### src/rtl/res_arb_pkg.sv
// ============================================================================
// Module  : res_arb_pkg
// Purpose : Shared sizing constants and requester IDs for the res port arbiter.
// Revision: 1.0 - initial release
// ============================================================================
`default_nettype none

package res_arb_pkg;

  localparam int NUM_REQ = 3;
  localparam int ADDR_W  = 14;
  localparam int DATA_W  = 8;
  localparam int CNT_W   = 16;

  localparam int REQ_INIT = 0;
  localparam int REQ_FWD  = 1;
  localparam int REQ_BWD  = 2;

  // Width of a requester index; never below one bit.
  function automatic int id_w(input int n);
    return (n > 1) ? $clog2(n) : 1;
  endfunction

endpackage

`default_nettype wire

### src/rtl/rr_arb_pick.sv
// ============================================================================
// Module  : rr_arb_pick
// Purpose : Combinational round-robin pick; search starts at ptr and wraps.
// Revision: 1.0 - initial release
// ============================================================================
`default_nettype none

module rr_arb_pick
  import res_arb_pkg::*;
#(
  parameter int NUM_REQ = res_arb_pkg::NUM_REQ,
  parameter int ID_W    = res_arb_pkg::id_w(res_arb_pkg::NUM_REQ)
) (
  input  logic [NUM_REQ-1:0] req,
  input  logic [ID_W-1:0]    ptr,
  output logic [NUM_REQ-1:0] gnt
);

  always_comb begin
    int              w_idx;
    logic            w_found;
    logic [ID_W-1:0] w_sel;
    gnt     = '0;
    w_found = 1'b0;
    w_idx   = 0;
    w_sel   = '0;
    for (int i = 0; i < NUM_REQ; i++) begin
      w_idx = int'(ptr) + i;
      if (w_idx >= NUM_REQ) begin
        w_idx = w_idx - NUM_REQ;
      end
      w_sel = ID_W'(w_idx);
      if (!w_found && req[w_sel]) begin
        gnt[w_sel] = 1'b1;
        w_found    = 1'b1;
      end
    end
  end

endmodule

`default_nettype wire

### src/rtl/res_port_arb.sv
// ============================================================================
// Module  : res_port_arb
// Purpose : Round-robin arbiter sharing one res memory port among requesters.
// Revision: 1.0 - initial release
// ============================================================================
`default_nettype none

module res_port_arb
  import res_arb_pkg::*;
#(
  parameter int NUM_REQ = res_arb_pkg::NUM_REQ,
  parameter int ADDR_W  = res_arb_pkg::ADDR_W,
  parameter int DATA_W  = res_arb_pkg::DATA_W,
  parameter int CNT_W   = res_arb_pkg::CNT_W
) (
  input  logic                      clk,
  input  logic                      reset,
  input  logic [NUM_REQ-1:0]        req,
  input  logic [NUM_REQ-1:0]        we,
  input  logic [NUM_REQ*ADDR_W-1:0] addr,
  input  logic [NUM_REQ*DATA_W-1:0] wdata,
  output logic [NUM_REQ-1:0]        gnt,
  output logic [NUM_REQ-1:0]        rvalid,
  output logic [DATA_W-1:0]         rdata,
  output logic                      res_rd,
  output logic                      res_wr,
  output logic [ADDR_W-1:0]         res_addr,
  output logic [DATA_W-1:0]         res_do,
  input  logic [DATA_W-1:0]         res_di,
  input  logic                      cnt_clr,
  output logic [CNT_W-1:0]          grant_cnt,
  output logic                      busy
);

  localparam int ID_W = id_w(NUM_REQ);

  logic [ID_W-1:0]    r_ptr;
  logic [ID_W-1:0]    r_rd_id;
  logic               r_res_rd;
  logic               r_res_wr;
  logic [ADDR_W-1:0]  r_res_addr;
  logic [DATA_W-1:0]  r_res_do;
  logic [NUM_REQ-1:0] r_rvalid;
  logic [CNT_W-1:0]   r_cnt;

  logic [NUM_REQ-1:0] w_pick;
  logic               w_acc;
  logic [ID_W-1:0]    w_gnt_id;
  logic [ID_W-1:0]    w_ptr_nxt;
  logic               w_sel_we;
  logic [ADDR_W-1:0]  w_sel_addr;
  logic [DATA_W-1:0]  w_sel_data;
  logic [NUM_REQ-1:0] w_rvalid_nxt;

  rr_arb_pick #(
    .NUM_REQ (NUM_REQ),
    .ID_W    (ID_W)
  ) u_pick (
    .req (req),
    .ptr (r_ptr),
    .gnt (w_pick)
  );

  assign gnt   = reset ? '0 : w_pick;
  assign w_acc = |gnt;

  // gnt is one-hot, so OR-ing the selected fields yields the winner's command.
  always_comb begin
    w_gnt_id   = '0;
    w_sel_we   = 1'b0;
    w_sel_addr = '0;
    w_sel_data = '0;
    for (int k = 0; k < NUM_REQ; k++) begin
      if (gnt[k]) begin
        w_gnt_id   = w_gnt_id | ID_W'(k);
        w_sel_we   = w_sel_we | we[k];
        w_sel_addr = w_sel_addr | addr[k*ADDR_W +: ADDR_W];
        w_sel_data = w_sel_data | wdata[k*DATA_W +: DATA_W];
      end
    end
  end

  assign w_ptr_nxt = (w_gnt_id == ID_W'(NUM_REQ - 1)) ? '0 : w_gnt_id + ID_W'(1);

  always_comb begin
    w_rvalid_nxt = '0;
    for (int k = 0; k < NUM_REQ; k++) begin
      if (r_res_rd && (r_rd_id == ID_W'(k))) begin
        w_rvalid_nxt[k] = 1'b1;
      end
    end
  end

  always_ff @(posedge clk or posedge reset) begin
    if (reset) begin
      r_ptr      <= '0;
      r_rd_id    <= '0;
      r_res_rd   <= 1'b0;
      r_res_wr   <= 1'b0;
      r_res_addr <= '0;
      r_res_do   <= '0;
      r_rvalid   <= '0;
      r_cnt      <= '0;
    end else begin
      r_res_rd <= w_acc & ~w_sel_we;
      r_res_wr <= w_acc & w_sel_we;
      r_rvalid <= w_rvalid_nxt;
      if (w_acc) begin
        r_res_addr <= w_sel_addr;
        r_res_do   <= w_sel_data;
        r_ptr      <= w_ptr_nxt;
        r_rd_id    <= w_gnt_id;
      end
      // Clear wins over a same-cycle accept.
      if (cnt_clr) begin
        r_cnt <= '0;
      end else if (w_acc && (r_cnt != '1)) begin
        r_cnt <= r_cnt + CNT_W'(1);
      end
    end
  end

  assign res_rd    = r_res_rd;
  assign res_wr    = r_res_wr;
  assign res_addr  = r_res_addr;
  assign res_do    = r_res_do;
  assign rvalid    = r_rvalid;
  assign rdata     = res_di;
  assign grant_cnt = r_cnt;
  assign busy      = r_res_rd | r_res_wr | (|r_rvalid);

endmodule

`default_nettype wire

### config.mk
export PLATFORM = sky130hd
export DESIGN_NAME = res_port_arb
export DESIGN_NICKNAME = d
export VERILOG_FILES = /design/src/rtl/res_arb_pkg.sv /design/src/rtl/rr_arb_pick.sv /design/src/rtl/res_port_arb.sv
export SDC_FILE = /design/constraint.sdc
export NUM_CORES = 1
export LEC_CHECK = 0
export ABC_AREA = 1
export CORE_ASPECT_RATIO = 0.5
export CORE_MARGIN = 2
export CORE_UTILIZATION = 46
export CTS_CLUSTER_DIAMETER = 40
export CTS_CLUSTER_SIZE = 25
export DETAILED_ROUTE_END_ITERATION = 8
export GPL_TIMING_DRIVEN = 0
export PLACE_DENSITY = 0.88
export RECOVER_POWER = 25
export SYNTH_ARGS = -nofsm -noshare
export SYNTH_HDL_FRONTEND = slang
export SYNTH_SLANG_ARGS = --single-unit
### constraint.sdc
create_clock -name clk -period 4.9 [get_ports clk]
set_input_delay 0.98 -clock clk [delete_from_list [all_inputs] [get_ports clk]]
set_output_delay 0.98 -clock clk [all_outputs]
set_load 0.01 [all_outputs]
* Word level (Yosys, flattened, before mapping)
Index checks and enable logic that the tools add are counted.
Widths: inputs -> output; s select.
** Word-level totals
- Flip-flop bits (word level) :: 47
- Input bits :: 83
- Output and inout bits :: 55
- Logic and storage cells :: 94
** Cells by class
- $add $sub $neg :: 7
- $lt $le $gt $ge :: 9
- Eq/ne operators :: 4
- Multiplexer cells :: 38
- Bitwise gates (word level) :: 13
- Reductions and logical operators :: 15
** Operator list (number)
- $mux 14 :: 3
- $mux 16 :: 2
- $or 14x14->14 :: 2
- $mux 8 :: 3
- $add 16x1->16 const B :: 1
- $ne 16x16->1 const B :: 1
- $or 8x8->8 :: 2
- $mux 1 :: 15
- $mux 3 :: 4
- $mux 2 :: 5
- $logic_and 1x1->1 :: 9
- $lt 2x3->1 const B :: 3
- $bmux 1 s2 :: 3
- $demux 1 s2 :: 3
- $ge 2x1->1 const B :: 3
- $ge 3x2->1 const B :: 2
- $or 3x3->3 :: 2
- $reduce_or 3->1 :: 2
- $eq 2x2->1 const B :: 2
- $or 1x1->1 :: 4
- $sub 2x1->2 const B :: 2
- $add 2x1->3 const B :: 1
- $add 2x2->3 const B :: 1
- $add 2x1->2 const B :: 1
- 8 further kinds :: 10

* Depth between registers and ports, before layout
Gate-level depths: netlist (run 1).
- Word-level depth :: 19
- Mapped depth :: 16
- Mapped depth without buffers :: 15

* Cells and area by module
From an unflattened synthesis (run 1), not the netlist that was laid out.
** Second synthesis, totals
- Cells, all modules :: 376
- Area, all modules :: 2738.9 um^2
** By module, submodules not included
- res_port_arb :: instances 1, cells each 334, area each 2506.2 um^2, seq. area each 1176.1 um^2
- rr_arb_pick :: instances 1, cells each 42, area each 232.7 um^2, seq. area each 0.0 um^2

* Worst setup path before layout (run 1)
OpenSTA, ideal clock, no wires.
- Path kind :: input to output
- Start :: input reset
- End :: output gnt[0]
- Arrival :: 2.743 ns
- Required time :: 3.920 ns
- Slack :: 1.177 ns
- Cell stages on the path :: 4
- Buffers on the path :: 1
- Cell sequence :: inv_1 -> nand2_1 -> inv_1 -> buf_4
** On the way
- Word-level cells in the longest chain between the ends :: 1
** RTL lines
- start: declaration :: RTL line res_port_arb.sv:17 : input logic reset,
- $mux 3 :: RTL line res_port_arb.sv:64 : assign gnt = reset ? '0 : w_pick;
- end: declaration :: RTL line res_port_arb.sv:22 : output logic [NUM_REQ-1:0] gnt,
Every way passes these cells.

* Worst setup path in the final report (run 1)
Same ends and word-level chain as after synthesis.

==> results of run 1 <==
## Yosys cell counts
| library cell | number | area, um2 |
|---|---|---|
| nand2_1 | 160 | 600.6 |
| dfrtp_1 | 47 | 1176 |
| nand3_1 | 35 | 175.2 |
| inv_1 | 33 | 123.9 |
| nand4_1 | 20 | 125.1 |
| nand3b_1 | 19 | 142.6 |
| buf_4 | 14 | 105.1 |
| nor2_1 | 13 | 48.80 |
| xor2_1 | 13 | 113.9 |
| nor3_1 | 6 | 30.03 |
| ha_1 | 5 | 62.56 |
| a21oi_1 | 4 | 20.02 |
| buf_2 | 4 | 20.02 |
| inv_2 | 4 | 15.01 |
| nand2_2 | 4 | 25.02 |
| nand2_4 | 4 | 45.04 |
| buf_6 | 3 | 33.78 |
| o21ai_0 | 3 | 15.01 |
| nand3_2 | 2 | 20.02 |
| a211oi_1 | 1 | 7.510 |
| a21oi_4 | 1 | 16.27 |
| and3_1 | 1 | 6.260 |
| buf_12 | 1 | 20.02 |
| buf_8 | 1 | 15.01 |
| clkbuf_1 | 1 | 3.750 |
| nand3_4 | 1 | 17.52 |
| nand4_2 | 1 | 12.51 |
| nand4_4 | 1 | 21.27 |
| nor3_2 | 1 | 10.01 |
| o21ai_2 | 1 | 8.760 |
| o22ai_2 | 1 | 12.51 |
## layer usage
metal  track usage (%)  vias up  wire length [um]  part of all wire (%)
met5                 0        -                 0                     0
met4             9.184        0               182                   2.1
met3             5.185       25               562                   6.4
met2             42.61      155              4352                    50
met1             29.93     1482              3617                    42
li1                  -     1566                 -                     -
## path summary, 6_finish.rpt
check	startpoint	to	slack (ns)	depth (start not counted)
worst max-delay path	reset	gnt[0]	0.47	7
worst min-delay path	r_rd_id[0]	rvalid[2]	0.47	1
worst max register to register	r_ptr[0]	res_do[0]	2.61	15
worst min register to register	r_rd_id[0]	rvalid[2]	0.47	1
max in group asynchronous	reset	res_do[0]	3.16	3
min in group asynchronous	reset	res_wr	1.13	2
## stage by stage
step                      power (mW)  hold slack (ns)
after detailed placement       2.161           0.4617
after global placement         2.112           0.4488
after global routing           2.694           0.4955
final                          2.494           0.4694
after floorplan                1.583           0.4308
after CTS                      2.505           0.4696
## final cells by class
cell class | count | area [um2]
buffer | 24 | 197.7
clock buffer | 7 | 132.6
clock inverter | 1 | 5.005
fill | 481 | 1623
inverter | 37 | 138.9
multi-input combinational | 297 | 1536
sequential | 47 | 1176
tap | 88 | 110.1
timing repair buffer | 130 | 1311
## registers in the layout (all words and copies together) (netlist names)
register / cells
grant_cnt: 16
res_rd: 1
r_rd_id: 2
res_addr: 14
res_wr: 1
rvalid: 3
r_ptr: 2
res_do: 8
## cell usage in the layout (no fill, tap or decap), drive strengths merged, types with 4 or more instances in the layout
cell type / instances
nand2: 168
clkdlybuf4s50: 129
a21oi: 5
xor2: 13
clkbuf: 8
ha: 5
buf: 24
nand3b: 19
dfrtp: 47
nand3: 38
o21ai: 4
nand4: 22
inv: 37
nor3: 7
nor2: 13
## power breakdown
group          internal, mW  total [mW]  switching, mW
Clock                 0.189       0.328          0.140
Combinational         0.712        1.56          0.846
Sequential            0.528       0.608         0.0801
Total                  1.43        2.49           1.07
## kinds of logic after synthesis
kind of cell | synth area share, %
fa+ha+maj | 2.052
simple gates | 41.98
buf+inv | 11.04
compound gates | 2.626
xor+xnor | 3.734
flops | 38.57
## worst register-to-register path, stage by stage (launching register included)
cell and delay (ns):
dfrtp_1 0.38, inv_1 0.10, ha_1 0.38, inv_2 0.12
nand2_1 0.05, nand3_1 0.07, nand2_2 0.09, nand3_1 0.07
nand2_1 0.05, inv_1 0.04, nand2_1 0.04, nand2_1 0.16
inv_1 0.19, buf_4 0.22, a21oi_1 0.16, nand2_1 0.06
==> flow_summary.json, run 1 <==
{
  "start_kind": "input port",
  "viasPerCell": 5.116,
  "path_buf_inv": 6,
  "required_ns": 3.92,
  "syn_area_per_cell_um2": 7.529,
  "rsz0062_at_grt": "false",
  "status": "finished, final reports clean",
  "ir_drop_mv": 0.3166,
  "clockBufferDepth": 2,
  "routed_wl_mm": 8.714,
  "area_growth_syn_to_layout_pct": 51.13,
  "p_leak_nw": 2.281,
  "min_period_ns": 4.428,
  "cts_setup_buffers": 0,
  "stdcell_area_um2": 4608,
  "fin_util_pct": 73.96,
  "insertion_delay_ns": 0.28,
  "clk_pin_slew_ns": 0.06,
  "grt_pass1_wl_mm": 14.00,
  "setup_ws_ns": 0.4715,
  "end_kind": "output port",
  "drive_gt1_share_pct": 9.392,
  "cts_buffers": 5,
  "worstMarginPinSlew_ns": 0.5114,
  "die_h_um": 61.57,
  "rows": 20,
  "final_net_count": 630,
  "ys_types": 31,
  "finalSetupTns_ns": 0,
  "dieArea_um2": 7335,
  "slowest_delay_ns": 0.56,
  "cellPowerDensity_nw_per_um2": 541.2,
  "antenna_left": 0,
  "dpl.hpwl_mm": 6.583,
  "clock-sinks": 47,
  "slew_viol_final": 0,
  "path_cells": "clkdlybuf4s50_1 -> inv_1 -> buf_12 -> nand2_1 -> inv_1 -> buf_4 -> clkdlybuf4s50_1",
  "syn-num-nets": 493,
  "grt_pass1_vias": 3060,
  "start_util_pct": 48.94,
  "wire_per_inst_um": 13.81,
  "drtPass1Iterations": 6,
  "post-route-period-util_pct": 90.38,
  "h-tree-depth": 2,
  "cp_top_family": "buffers and inverters",
  "grt_max_degree": 40,
  "ys_ff_latch": 47,
  "io_buffer_count": 129,
  "vias": 3228,
  "dpl_cell_area_um2": 4471,
  "drc": 0,
  "cap_violations": 0,
  "routabilityCongestion": 0.8896,
  "crit_fanout": 39,
  "coreArea_um2": 6231,
  "finalHoldViolations": 0,
  "worstSetupPathType": "in -> out",
  "cts-root-buf": "clkbuf_16",
  "ctsResizeCount": 0,
  "synth_area_um2": 3049,
  "slew_headroom_pct": 65.87,
  "cts_tree": "done",
  "holdCritPathClass": "reg -> reg",
  "pre_cts_slack_ns": 0.6461,
  "dr.first_iter.drc_count": 313,
  "setup_viol": 0,
  "crit_slowest_cell": "clkdlybuf4s50_1",
  "instances_no_fill": 631,
  "yosysWarnings": 0,
  "place_inst": 623,
  "synthCells": 405,
  "max_freq_mhz": 225.8,
  "num_io_pins": 138,
  "antenna_found_initial": 0,
  "skew_ns": 0.004815,
  "n_antenna_cell": 0,
  "grt_overflow_total": 0,
  "track_usage_pct": 24.02,
  "cp_data_arrival_time_ns": 3.45,
  "die_w_um": 119.1,
  "ys_seq_area_share_pct": 38.57,
  "hold_buffers": 0
}
Note: power is estimated with default switching activity, not from simulation.
==> run 2, diff against run 1 <==
CORE_UTILIZATION = 47   (was 46)
CTS_BUF_LIST = sky130_fd_sc_hd__clkbuf_8   (was not set)
CTS_CLUSTER_DIAMETER = not set   (was 40)
CTS_CLUSTER_SIZE = 20   (was 25)
PLACE_DENSITY = 0.9   (was 0.88)
==> run 2 against run 1 <==
Effect of this change: critical path depth unchanged; flip-flop and latch count did not move; die area decreased by 2.0%; maximum frequency fell by 0.35%; clock-buffer cell count is 1 lower; non-clock buffer count unchanged; critical endpoint unchanged.
==> flow_summary.json, run 2 (synthesis results as in run 1) <==
{
  "io_buffer_count": 129,
  "r2r_setup_slack_ns": 2.56,
  "dr.first_iter.drc_count": 308,
  "cts-root-buf": "clkbuf_8",
  "p_total_mw": 2.405,
  "cellPowerDensity_nw_per_um2": 527.6,
  "die_h_um": 60.96,
  "start_kind": "input port",
  "final_common_cell": "nand2_1",
  "place_inst": 623,
  "grt_pass1_wl_mm": 13.77,
  "rsz0062_at_grt": "false",
  "clock-sinks": 47,
  "p_leak_nw": 2.260,
  "antenna_left": 0,
  "cts_setup_buffers": 0,
  "end_kind": "output port",
  "cap_violations": 0,
  "p_switching_mw": 1.056,
  "rows": 20,
  "coreArea_um2": 6156,
  "ctsResizeCount": 0,
  "grt_pass1_vias": 3033,
  "fin_util_pct": 74.04,
  "clkPwrFrac_pct": 10.1,
  "finalHoldViolations": 0,
  "drc": 0,
  "clk_pin_slew_ns": 0.08,
  "final_net_count": 630,
  "pre_cts_slack_ns": 0.6851,
  "skew_ns": 0.01010,
  "vias": 3189,
  "ir_drop_mv": 0.3234,
  "drtPass1Iterations": 4,
  "met2_usage_pct": 43.27,
  "max_freq_mhz": 225.0,
  "start_util_pct": 49.53,
  "h-tree-depth": 2,
  "reg2reg_to": "res_do[0]",
  "status": "finished, final reports clean",
  "internal_power_mw": 1.349,
  "drive_gt1_share_pct": 9.594,
  "area_growth_syn_to_layout_pct": 49.49,
  "clockBufferDepth": 2,
  "fill_cells": 494,
  "dieArea_um2": 7187,
  "grt_use_met1_pct": 29.65,
  "antenna_found_initial": 0,
  "crit_start": "reset",
  "crit_fanout": 42,
  "final_cell_mix": "nand2_1, clkdlybuf4s50_1, dfrtp_1",
  "insertion_delay_ns": 0.30,
  "instances_no_fill": 630,
  "post-route-period-util_pct": 90.69,
  "wire_per_inst_um": 13.91,
  "min_period_ns": 4.444,
  "routabilityCongestion": 0.9131,
  "endpoint": "gnt[0]",
  "worstSetupPathType": "in -> out",
  "holdCritPathClass": "reg -> reg",
  "setup_ws_ns": 0.4560,
  "viasPerCell": 5.062,
  "required_ns": 3.92,
  "gr-usage-met3_pct": 5.639,
  "rr_worst_depth": 15,
  "grt_max_degree": 43,
  "cp_data_arrival_time_ns": 3.46,
  "grt_overflow_total": 0,
  "die_w_um": 117.9,
  "worstMarginPinSlew_ns": 0.4353,
  "finalSetupTns_ns": 0,
  "setup_viol": 0,
  "cts_tree": "done",
  "pwr-share-comb_pct": 64.8,
  "hold_buffers": 0,
  "r2r-start": "r_ptr[0]",
  "track_usage_pct": 24.22,
  "multi_input_area_um2": 1536,
  "num_io_pins": 138,
  "slew_viol_final": 0,
  "switching_share_pct": 43.90,
  "routed_wl_mm": 8.761,
  "largest_reg_flops": 16,
  "seqCellArea_um2": 1176,
  "grt_busiest_layer": "met2",
  "p_seq_share_pct": 25.1,
  "slew_headroom_pct": 70.95,
  "n_antenna_cell": 0,
  "dpl.hpwl_mm": 6.717,
  "cts_buffers": 5
}
[run 2: power groups by stage]
stage	Combinational, mW	Clock (mW)	Sequential (mW)
finish	1.56	0.242	0.604
global route	1.71	0.266	0.620
CTS	1.56	0.244	0.603
detailed placement	1.55	0	0.607
global placement	1.51	0	0.603
floorplan	0.930	0	0.654
[run 2: worst min-delay path by stage]
stage	start	endpoint	slack, ns	cells past startpoint
after floorplan	r_rd_id[1]	rvalid[0]	0.43	1
final	r_rd_id[1]	rvalid[0]	0.46	1
after global routing	r_rd_id[0]	rvalid[0]	0.50	1
after global placement	r_rd_id[1]	rvalid[0]	0.45	1
after CTS	r_rd_id[1]	rvalid[0]	0.46	1
after detailed placement	r_rd_id[0]	rvalid[0]	0.45	1
[run 2: metrics by stage]
step           instance area [um2]  hold slack [ns]
2_1_floorplan                 3049           0.4308
3_3_place_gp                  4451           0.4523
3_5_place_dp                  4471           0.4493
4_1_cts                       4558           0.4621
5_1_grt                       4558           0.4962
6_report                      4558           0.4617
[run 2: final cells by class]
type	count	share of cell area, %
plain buffers	24	4.337
repair buffers	130	28.77
flip-flops and latches	47	25.80
inverters	37	3.047
well taps	88	2.416
clock inverters	1	0.1098
multi-input cells	297	33.71
clock buffers	6	1.812
[run 2: metal layers]
metal / vias up / routed length [um]
met2: 111 / 4300
met5: - / 0
met1: 1502 / 3808
met3: 16 / 513
li1: 1560 / -
met4: 0 / 138
[run 2: critical path: stages]
cell and delay, ns:
dlygate4sd3_1 0.59, inv_1 0.35, buf_12 0.30, nand2_1 0.20, inv_1 0.25, buf_4 0.23, clkdlybuf4s50_1 0.55
==> run 3, diff against run 2 <==
CTS_CLUSTER_DIAMETER = 150   (was not set)
GPL_TIMING_DRIVEN = not set   (was 0)
==> run 3 against run 2 <==
Effect of this change: flip-flop and latch count unchanged; combinational power decreased by 13%; worst setup slack improved by 0.44 ns; die area unchanged; critical path type unchanged.
==> flow_summary.json, run 3 (synthesis results as in run 1) <==
{
  "status": "finished, final reports clean",
  "seqCellArea_um2": 1176,
  "path_buf_inv": 4,
  "finalHoldViolations": 0,
  "path_cells": "dlygate4sd3_1 -> inv_1 -> nand2_1 -> inv_1 -> clkdlybuf4s50_1",
  "wl_met2_mm": 4.067,
  "n_antenna_cell": 0,
  "largest_reg_flops": 16,
  "worstSetupPathType": "in -> out",
  "skew_ns": 0.005775,
  "whs_path_depth": 1,
  "start_kind": "input port",
  "fin_hold_ws_ns": 0.4638,
  "grt_overflow_total": 0,
  "crit_slowest_cell": "dlygate4sd3_1",
  "dieArea_um2": 7187,
  "viasPerCell": 5.085,
  "final_cell_mix": "nand2_1, clkdlybuf4s50_1, dfrtp_1",
  "final_net_count": 601,
  "grt_pass1_wl_mm": 13.21,
  "grt_pass1_vias": 2881,
  "wl_met1_mm": 3.247,
  "instances_no_fill": 600,
  "final_common_cell": "nand2_1",
  "clk_pin_slew_ns": 0.08,
  "ctsResizeCount": 0,
  "p_total_mw": 2.186,
  "highest_layer": "met4",
  "vias": 3051,
  "cts_buffers": 5,
  "cp_data_arrival_time_ns": 3.02,
  "hold_start": "r_rd_id[1]",
  "cap_violations": 0,
  "multi_input_area_um2": 1536,
  "cp_top_family": "buffers and inverters",
  "grt_max_degree": 34,
  "crit_fanout": 18,
  "antenna_left": 0,
  "coreArea_um2": 6156,
  "ir_drop_mv": 0.4110,
  "slew_viol_final": 0,
  "dr_wl_met3_um": 550,
  "hold_buffers": 0,
  "reg2reg_to": "res_addr[4]",
  "r2r_setup_slack_ns": 2.26,
  "antenna_found_initial": 0,
  "io_buffer_count": 121,
  "clock-sinks": 47,
  "required_ns": 3.92,
  "start_util_pct": 49.53,
  "clockBufferDepth": 2,
  "holdCritPathClass": "reg -> reg",
  "worstMarginPinSlew_ns": 0.8776,
  "setup_viol": 0,
  "finalSetupTns_ns": 0,
  "drive_gt1_share_pct": 5.859,
  "num_io_pins": 138,
  "slowest_delay_ns": 0.60,
  "drtPass1Iterations": 4,
  "die_h_um": 60.96,
  "dr.first_iter.drc_count": 246,
  "slew_headroom_pct": 41.43,
  "cts_setup_buffers": 0,
  "routed_wl_mm": 7.999,
  "area_growth_syn_to_layout_pct": 40.21,
  "critPathMostFrequentCell": "inv_1",
  "rows": 20,
  "p_leak_nw": 2.113,
  "cts_tree": "done",
  "cellPowerDensity_nw_per_um2": 511.3,
  "place_inst": 594,
  "track_usage_pct": 22.95,
  "drc": 0,
  "rr_worst_depth": 13,
  "min_period_ns": 4.001,
  "end_kind": "output port",
  "dpl.hpwl_mm": 5.864,
  "max_freq_mhz": 249.9,
  "r2r-start": "r_ptr[0]",
  "h-tree-depth": 2,
  "rsz0062_at_grt": "false",
  "fill_cells": 523,
  "die_w_um": 117.9,
  "insertion_delay_ns": 0.29,
  "post-route-period-util_pct": 81.66,
  "wire_per_inst_um": 13.33,
  "routabilityCongestion": 0.9243,
  "holdPathEnd": "rvalid[1]",
  "fin_util_pct": 69.45,
  "cts-root-buf": "clkbuf_8"
}
run 3: per-stage QoR:
step | instance area, um2 | setup WS [ns]
3_5_place_dp | 4203 | 1.033
2_1_floorplan | 3049 | 1.177
6_report | 4275 | 0.8989
5_1_grt | 4275 | 0.7187
4_1_cts | 4275 | 0.9753
3_3_place_gp | 4203 | 1.098
run 3: layer usage:
| metal | track usage (%) | vias up |
|---|---|---|
| met3 | 4.605 | 14 |
| met5 | 0 | - |
| met2 | 44.02 | 109 |
| li1 | - | 1506 |
| met4 | 6.885 | 0 |
| met1 | 27.14 | 1422 |
run 3: cell type report:
| cell class | count | area share, % |
|---|---|---|
| Sequential cell | 47 | 27.51 |
| Tap cell | 88 | 2.575 |
| Multi-Input combinational cell | 297 | 35.94 |
| Clock inverter | 1 | 0.08780 |
| Clock buffer | 5 | 1.610 |
| Timing Repair Buffer | 125 | 29.03 |
| Inverter | 37 | 3.248 |
run 3: worst max-delay path by stage:
stage	start	to	slack, ns	cells after the start
finish	reset	gnt[0]	0.90	5
CTS	req[0]	gnt[0]	0.98	12
global placement	req[1]	gnt[0]	1.10	12
global route	reset	gnt[0]	0.72	5
detailed placement	req[2]	gnt[0]	1.03	9
floorplan	reset	gnt[0]	1.18	4
run 3: report_power, final:
part	internal (mW)	switching [mW]
Sequential	0.527	0.0808
Clock	0.0933	0.121
Combinational	0.569	0.794
